$ cat src/rtl/datapath_pkg.sv
// Shared datapath definitions: data/address widths and the {C,F,Z,L,N} flag layout
// used by the ALU, the register file and the board top.
package datapath_pkg;

    localparam int WIDTH      = 16;
    localparam int REG_ADDR_W = 4;
    localparam int NFLAGS     = 5;

    localparam int FLAG_C = 4;
    localparam int FLAG_F = 3;
    localparam int FLAG_Z = 2;
    localparam int FLAG_L = 1;
    localparam int FLAG_N = 0;

    typedef logic [NFLAGS-1:0] flags_t;

    // Bits selected by sel take the new value, the rest keep the current one.
    function automatic flags_t flags_merge(flags_t cur, flags_t nxt, flags_t sel);
        return (sel & nxt) | (~sel & cur);
    endfunction

endpackage

$ cat src/rtl/psr_reg.sv
// Processor status register: 5-bit register with per-bit masked update and
// asynchronous active-high reset.
module psr_reg
    import datapath_pkg::flags_t;
    import datapath_pkg::flags_merge;
(
    input  logic   clk,
    input  logic   rst,
    input  logic   en,
    input  flags_t d,
    input  flags_t sel,
    output flags_t q
);

    // NOTE: sequential state is assigned with <= so every flop samples pre-edge values.
    always_ff @(posedge clk or posedge rst) begin
        if (rst) begin
            q <= '0;
        end else if (en) begin
            q <= flags_merge(q, d, sel);
        end
    end

endmodule

$ cat src/rtl/regfile_psr.sv
// Architectural state for the 16-bit datapath: 2R/1W register file with write
// bypass, a registered debug read port and the processor status register.
module regfile_psr
    import datapath_pkg::flags_t;
    import datapath_pkg::FLAG_C;
#(
    parameter  int WIDTH = 16,
    parameter  int NREGS = 16,
    localparam int AW    = $clog2(NREGS)
) (
    input  logic             clk,
    input  logic             rst,
    input  logic [AW-1:0]    ra_addr,
    input  logic [AW-1:0]    rb_addr,
    output logic [WIDTH-1:0] ra_data,
    output logic [WIDTH-1:0] rb_data,
    input  logic             wr_en,
    input  logic             wr_valid,
    input  logic [AW-1:0]    wr_addr,
    input  logic [WIDTH-1:0] wr_data,
    input  logic             psr_we,
    input  flags_t           flags_in,
    input  flags_t           flags_sel,
    output flags_t           psr,
    output logic             psr_c,
    input  logic [AW-1:0]    dbg_addr,
    output logic [WIDTH-1:0] dbg_data
);

    logic [WIDTH-1:0] regs [NREGS];
    logic             we;

    // Gating with rst keeps the bypass from leaking write data while the array is held at zero.
    assign we = wr_en & wr_valid & ~rst;

    // NOTE: the array is reset explicitly because software relies on every register reading zero after reset.
    always_ff @(posedge clk or posedge rst) begin
        if (rst) begin
            for (int i = 0; i < NREGS; i++) begin
                regs[i] <= '0;
            end
        end else if (we) begin
            regs[wr_addr] <= wr_data;
        end
    end

    // Debug copy samples the array before this edge's write lands.
    always_ff @(posedge clk or posedge rst) begin
        if (rst) begin
            dbg_data <= '0;
        end else begin
            dbg_data <= regs[dbg_addr];
        end
    end

    // NOTE: each output gets a default first so no path through the block can infer a latch.
    always_comb begin
        ra_data = regs[ra_addr];
        rb_data = regs[rb_addr];
        if (we && (wr_addr == ra_addr)) begin
            ra_data = wr_data;
        end
        if (we && (wr_addr == rb_addr)) begin
            rb_data = wr_data;
        end
    end

    // psr_c comes straight from the flop so the ALU carry path never loops back through flags_in.
    psr_reg u_psr_reg (
        .clk (clk),
        .rst (rst),
        .en  (psr_we),
        .d   (flags_in),
        .sel (flags_sel),
        .q   (psr)
    );

    assign psr_c = psr[FLAG_C];

endmodule

$ cat config.mk
export PLATFORM = sky130hd
export DESIGN_NAME = regfile_psr
export DESIGN_NICKNAME = d
export VERILOG_FILES = /design/src/rtl/datapath_pkg.sv /design/src/rtl/psr_reg.sv /design/src/rtl/regfile_psr.sv
export SDC_FILE = /design/constraint.sdc
export NUM_CORES = 1
export LEC_CHECK = 0
export BUFFER_PORTS_ARGS = -buffer_cell sky130_fd_sc_hd__clkbuf_2
export CORE_MARGIN = 2
export CORE_UTILIZATION = 55
export CTS_CLUSTER_SIZE = 12
export DETAILED_ROUTE_END_ITERATION = 12
export GPL_ROUTABILITY_DRIVEN = 0
export GPL_TIMING_DRIVEN = 0
export PLACE_DENSITY_LB_ADDON = 0.3
export SYNTH_ARGS = -nofsm -noshare
export SYNTH_HDL_FRONTEND = slang
export SYNTH_SLANG_ARGS = --single-unit
$ cat constraint.sdc
create_clock -name clk -period 23.6 [get_ports clk]
set_clock_uncertainty 0.1 [all_clocks]
set_input_delay 1.18 -clock clk [delete_from_list [all_inputs] [get_ports clk]]
set_output_delay 1.18 -clock clk [all_outputs]
set_load 0.1 [all_outputs]
# Word level (Yosys, flattened, before mapping)
# Index checks and enable logic that the tools add are counted.
# word_totals
regBits	277
input_bits	47
out_inout_bits	54
wordCells	53
# op_classes
magnitude_cmp	5
eq_ne	2
muxes	14
bitwise_logic	11
reduce_logical	3
# ops
operator	count
256-bit bitwise mux	1
16-bit binary-select mux with 4-bit select	3
16-bit two-way mux	9
16-bit demux with 4-bit select	1
5-bit greater-or-equal comparator (second input constant)	4
4-bit NOT with 5-bit output	4
5-bit AND	2
4-bit equality test	2
5-bit by 1-bit < comparator with 1-bit output (second input constant)	1
5-bit NOT	1
5-bit bitwise OR	1
1-bit logical AND	3
1-bit AND	2
1-bit NOT	1

# Longest topological paths before layout
# Gate-level depths: netlist of run 1.
# depth
depth_word	6
depth_mapped	7

# By module
# Synthesis of run 1 repeated with hierarchy kept, for this count alone.
# unflattened
cells_unflattened	1019
area_unflattened_um2	16711.0
# modules_own_cells
module	instances	cells_each	area_per_inst_um2	seq_area_each_um2
regfile_psr	1	1003	16488.3	6806.5
psr_reg	1	16	222.7	125.1

# Worst setup path after synthesis of run 1
# OpenSTA, ideal clock, no wires.
# synth_timing
kind	input -> output
startpoint	input ra_addr[3]
endpoint	output ra_data[10]
arrival_time_ps	2874
required_ps	22320
setup_slack_ps	19446
cell_stages	6
cell_sequence	buf_4 > buf_2 > mux4_2 > mux2i_1 > mux2i_1 > mux2_2
# synth_via
elab_chain_cells	5
elab_cells_between_ends	7
cone_classes	eq/ne: 1; mux: 4; bitwise: 1; reduce/logical: 1
# synth_rtl
item	line	rtl
from (decl)	regfile_psr.sv:13	input logic [AW-1:0] ra_addr,
4-bit NOT with 5-bit output (not written as such)	regfile_psr.sv:58	ra_data = regs[ra_addr];
16-bit binary-select mux with 4-bit select	regfile_psr.sv:58	
16-bit two-way mux (not written as such) (2 in series)	regfile_psr.sv:58	
16-bit two-way mux *	regfile_psr.sv:60	if (we && (wr_addr == ra_addr)) begin
to (decl)	regfile_psr.sv:15	output logic [WIDTH-1:0] ra_data,
# Every way passes the cells marked *; elsewhere a longest branch is shown, timed or not. The select of a mux whose other input is x is not followed.

# Worst setup path in the final report of run 1
# layout_timing
startpoint	input rb_addr[0]
endpoint	output rb_data[14]
# layout_via
elab_chain_cells	5
elab_cells_between_ends	7
cone_classes	eq/ne: 1; mux: 4; bitwise: 1; reduce/logical: 1
# layout_rtl
item	line	rtl
from (decl)	regfile_psr.sv:14	input logic [AW-1:0] rb_addr,
4-bit NOT with 5-bit output (not written as such)	regfile_psr.sv:59	rb_data = regs[rb_addr];
16-bit binary-select mux with 4-bit select	regfile_psr.sv:59	
16-bit two-way mux (not written as such) (2 in series)	regfile_psr.sv:59	
16-bit two-way mux *	regfile_psr.sv:63	if (we && (wr_addr == rb_addr)) begin
to (decl)	regfile_psr.sv:16	output logic [WIDTH-1:0] rb_data,
# Marks and branches as above.

==> results.cfg, run 1 <==
[run_status]
status = completed

[power]
switching_share_pct = 33.68
pwr-share-seq_pct = 40.6
leakagePower_nw = 8.408
p_clk_share_pct = 31.4
internal_power_mw = 0.9872
p_sw_mw = 0.5012
combinationalPowerShare_pct = 28.0
cellPowerDensity_nw_per_um2 = 79.77
peakVddDrop_mv = 0.05868

[synthesis]
ys_seq_area_share_pct = 41.52
synth_edf_count = 0
synth_fp_nets = 1065
avgSynthCellArea_sq_um = 16.40
ys_seq_elements = 277
synth_cells = 1018
synthArstFlopShare_pct = 100.0
yosys_warnings = 0
ys.flop_type = dfrtp_1
synth_area_sq_um = 16690
synth_cell_types = 26

[global_route]
grt_max_degree = 129
grt_pass1_vias = 11530
grt_pass1_wl_um = 76100
grt-ovfl-total = 0
antenna_found_initial = 1
grt.total_usage_pct = 34.30

[setup_path]
r2r-start = regs[5]
worstSetupPathType = in -> out
crit_required_ps = 22320
end_kind = output pin
start_kind = input port
critical_path.max_fanout = 10
cp.arrival_ps = 4080
worstSetupStartpoint = rb_addr[0]

[clocking]
post-cts-setup-buffers = 0
clk_pin_slew_ps = 60
clockBufferDepth = 3
ctsHoldBuffers = 0
cts_tree = done
cts-root-buf = clkbuf_16
cts_made_buffers = 30
cts_sinks = 277
cts_resized = 0
insertion_delay_ps = 570
cts.htree.levels = 1

[floorplanning]
pin_count = 101
num_rows = 63
die_height_um = 178.2
die_x_um = 178.2
start_util_pct = 56.03
dieArea_sq_um = 31760
coreArea_sq_um = 29800

[timing]
hold_violations = 0
period_needed_ps = 5360
finalMaxSlewViolations = 0
post-route-period-util_pct = 22.71
worstMarginPinSlew_ps = 1329
setup_violations = 0
max_slew_margin_pct = 11.40
rsz0062_at_grt = false
setup_tns_ps = 0
max_freq_mhz = 186.6

[detailed_routing]
avgViaCountPerCell = 7.193
routed_wl_um = 52300
drc = 0
drtIter0Drc = 1358
route.vias.total = 11160
first_pass_iters = 7
wl_per_cell_um = 33.72
final_antenna_net_count = 0

[cells_and_area]
utilization_pct = 62.62
area_delta_synth_final_pct = 11.77
diodes = 0
drive_gt1_share_pct = 61.93
final_cell_area_sq_um = 18660
num-nets-final = 1187

[min_path]
hold_class = reg -> reg

[place]
dpl.hpwl_um = 33270
portBuffers = 88
place_area_sq_um = 17690

[job]
cap_violations = 0
metal layers:
layer,track usage [%],part of all wire [%]
met5,0,0
met4,15.07,5.0
met3,10.44,11
met2,53.36,47
met1,44.97,37
Yosys cell counts (2+ instances only):
library cell	number	area, sq um
buf_1	6	22.52
buf_2	52	260.3
buf_4	14	105.1
clkbuf_1	23	86.33
dfrtp_1	277	6932
inv_1	2	7.510
mux2_2	293	3299
mux2i_1	96	960.9
mux4_2	208	4684
nand2_1	12	45.04
nand2b_1	2	12.51
nand3_1	2	10.01
nand4_1	2	12.51
nor2_1	3	11.26
nor2_2	2	12.51
nor2_4	4	45.04
nor2b_1	2	12.51
nor3_2	2	20.02
nor3_4	2	32.53
or3_1	2	12.51
xnor2_1	6	52.55
xor2_1	2	17.52
power by group through the flow:
stage | combinational, mW | sequential (mW) | clock, mW
5_1_grt | 0.435 | 0.612 | 0.493
3_5_place_dp | 0.415 | 0.607 | 0
3_3_place_gp | 0.408 | 0.603 | 0
4_1_cts | 0.416 | 0.600 | 0.471
2_1_floorplan | 0.297 | 0.632 | 0
6_report | 0.417 | 0.604 | 0.468
area by class of cell:
class / instances / area (sq um)
Buffer: 97 / 490.5
Clock buffer: 45 / 908.4
Clock inverter: 8 / 65.06
Fill cell: 2235 / 11140
Inverter: 3 / 18.77
Multi-Input combinational cell: 641 / 9261
Sequential cell: 277 / 6932
Tap cell: 390 / 488.0
Timing Repair Buffer: 90 / 495.5
critical path, cell delays in order:
cell	delay [ps]
buf_4	230
buf_2	390
xnor2_1	170
nand4_1	720
buf_2	580
mux2_2	330
clkbuf_2	460
sequential cells by signal, summed over array words and instances, names as in the netlist, named ones only:
register	flops
regs	256
dbg_data	16
cell families (layout without fill, tap and decap cells):
family	count (synthesis)	in the layout	synth area share, %
AND/OR/NAND/NOR	36	36	1.476
flip-flops	277	277	41.52
multiplexers	597	597	53.58
XOR/XNOR	8	8	0.4197
buffers and inverters	100	243	3.005
cell usage in the layout, fill, tap and decap left out, types with 8 or more instances in the layout:
master     instances
clkbuf_2          89
buf_2             52
dfrtp_1          277
mux2i_1           96
clkbuf_16         31
clkbuf_1          29
buf_4             14
nand2_1           12
mux2_2           293
clkbuf_8           8
mux4_2           208
path summary, 6_finish.rpt:
kind / slack, ps / to / depth (start not counted)
setup / recovery: 18240 / rb_data[14] / 7
hold / removal: 410 / flop / 1
setup reg to reg: 21920 / dbg_data[5] / 2
hold reg to reg: 410 / flop / 1
max in group asynchronous: 21920 / regs[218] / 3
min in group asynchronous: 490 / regs[219] / 2
metrics by stage:
| stage | setup WS (ps) | std cells | total power [mW] | hold WS, ps |
|---|---|---|---|---|
| floorplan | 14680 | 1018 | 0.9290 | 408.2 |
| global placement | 11670 | 1496 | 1.010 | 387.3 |
| detailed placement | 18350 | 1498 | 1.023 | 395.5 |
| CTS | 18340 | 1551 | 1.487 | 408.5 |
| global route | 18230 | 1551 | 1.539 | 424.2 |
| finish | 18240 | 1551 | 1.488 | 405.1 |
Note: power is estimated with default switching activity, not from simulation.
==> inputs of run 2 (changes only) <==
==> constraint.sdc (replaced) <==
create_clock -name clk -period 5 [get_ports clk]
set_clock_uncertainty 0.1 [all_clocks]
set_input_delay 0.25 -clock clk [delete_from_list [all_inputs] [get_ports clk]]
set_output_delay 0.25 -clock clk [all_outputs]
set_load 0.1 [all_outputs]
==> results.cfg, run 2 (same netlist as run 1, synthesis figures left out) <==
[run_status]
status = completed

[setup_path]
start_kind = input port
critical_path.max_fanout = 10
rr_endpoint = dbg_data[5]
r2r-start = regs[213]
r2r_slack_ps = 3320
crit_required_ps = 4650
cp.arrival_ps = 3250
worstSetupStartpoint = rst
end_kind = output pin
worstSetupPathType = in -> out
r2r_cells = 2

[power]
internal_power_mw = 4.630
p_clk_share_pct = 30.9
cellPowerDensity_nw_per_um2 = 370.5
combinationalPowerShare_pct = 28.6
switching_share_pct = 34.13
leakagePower_nw = 8.537
pwr-share-seq_pct = 40.5
p_sw_mw = 2.399
peakVddDrop_mv = 0.2857

[clocking]
cts.htree.levels = 1
clockBufferDepth = 3
cts_made_buffers = 30
insertion_delay_ps = 570
cts_tree = done
cts_sinks = 277
cts-root-buf = clkbuf_16
clk_pin_slew_ps = 70
post-cts-setup-buffers = 0

[job]
cap_violations = 0

[min_path]
hold_depth = 2
min_to = regs[183]
hold_start = wr_data[7]
hold_class = in -> reg

[detailed_routing]
avgViaCountPerCell = 7.170
first_pass_iters = 5
drc = 0
final_antenna_net_count = 0
route.vias.total = 11340
drtIter0Drc = 1475
routed_wl_um = 52860
wl_per_cell_um = 33.43

[cells_and_area]
num-nets-final = 1218
regMostFlops = regs
area_delta_synth_final_pct = 13.65
multi_input_area_sq_um = 9261
largest_reg_flops = 256
layout_commonest_cell = mux2_2
nFillCells = 2185
register_area_sq_um = 6932
final_cell_area_sq_um = 18970
drive_gt1_share_pct = 60.79
reg_top3 = regs: 256 flops, dbg_data: 16 flops
diodes = 0
layout_common_cells = 293 x mux2_2, 277 x dfrtp_1, 208 x mux4_2

[timing]
post-route-period-util_pct = 71.93
max_slew_margin_pct = 7.168
rsz0062_at_grt = false
hold_violations = 0
max_freq_mhz = 278.1
period_needed_ps = 3596
setup_violations = 0
finalMaxSlewViolations = 0
hold-worst-slack_ps = 23.99
worstMarginPinSlew_ps = 1392

[place]
place_area_sq_um = 17770
dpl.hpwl_um = 33980
portBuffers = 88

[global_route]
grt_pass1_vias = 11470
antenna_found_initial = 0
grt_pass1_wl_um = 76840
grt-ovfl-total = 0
grt.total_usage_pct = 34.36
grt_max_degree = 43

[floorplanning]
num_rows = 63
die_x_um = 178.2
die_height_um = 178.2
coreArea_sq_um = 29800
pin_count = 101
dieArea_sq_um = 31760
start_util_pct = 56.03
run 2: how the worst max path moves through the flow:
stage | end | cells after the start | slack [ps]
after floorplan | asynchronous set/reset pin | 1 | 980
after global placement | regs[34] | 2 | -680
after detailed placement | rb_data[14] | 7 | 1700
after CTS | rb_data[14] | 8 | 1470
after global routing | rb_data[14] | 8 | 1380
final | rb_data[14] | 8 | 1400
run 2: area by class of cell:
class | instances | area share [%]
multi-input combinational | 641 | 48.81
sequential | 277 | 36.53
clock buffer | 44 | 4.768
timing repair buffer | 121 | 4.431
buffer | 97 | 2.585
tap | 390 | 2.572
clock inverter | 8 | 0.2242
inverter | 3 | 0.07913
run 2: power by group through the flow:
stage / sequential, mW / clock, mW / combinational [mW]
4_1_cts: 2.83 / 2.19 / 2.00
3_3_place_gp: 2.85 / 0 / 1.93
5_1_grt: 2.88 / 2.28 / 2.09
6_report: 2.85 / 2.18 / 2.01
3_5_place_dp: 2.87 / 0 / 1.97
2_1_floorplan: 2.98 / 0 / 1.40
run 2: critical path, cell delays in order:
cell           delay, ps
dlygate4sd3_1        530
clkbuf_2             130
nand3b_4             220
nor2_1               130
nand4_1              640
buf_2                550
mux2_2               320
clkbuf_2             460
run 2: through the flow:
stage | TNS, ps | power [mW] | cells | util [%] | worst slack [ps]
CTS | 0 | 7.015 | 1581 | 63.68 | 1472
global placement | -181000 | 4.772 | 1496 | 59.16 | -678.6
detailed placement | 0 | 4.840 | 1503 | 59.63 | 1698
global route | 0 | 7.256 | 1581 | 63.68 | 1379
floorplan | 0 | 4.386 | 1018 | - | 984.6
finish | 0 | 7.029 | 1581 | 63.68 | 1404
run 2: layer usage:
| metal | vias to the layer above | routed length, um | part of all wire [%] | global-route usage, % |
|---|---|---|---|---|
| li1 | 4369 | - | - | - |
| met5 | - | 0 | 0 | 0 |
| met3 | 144 | 6346 | 12 | 8.824 |
| met4 | 0 | 1942 | 3.7 | 10.98 |
| met1 | 6039 | 19920 | 38 | 48.39 |
| met2 | 783 | 24650 | 47 | 53.05 |
run 2: timing repair:
action / CTS / global route
hold buffers: 26 / 0
resized for setup: 0 / 0
hold endpoints to repair: 147 / 0
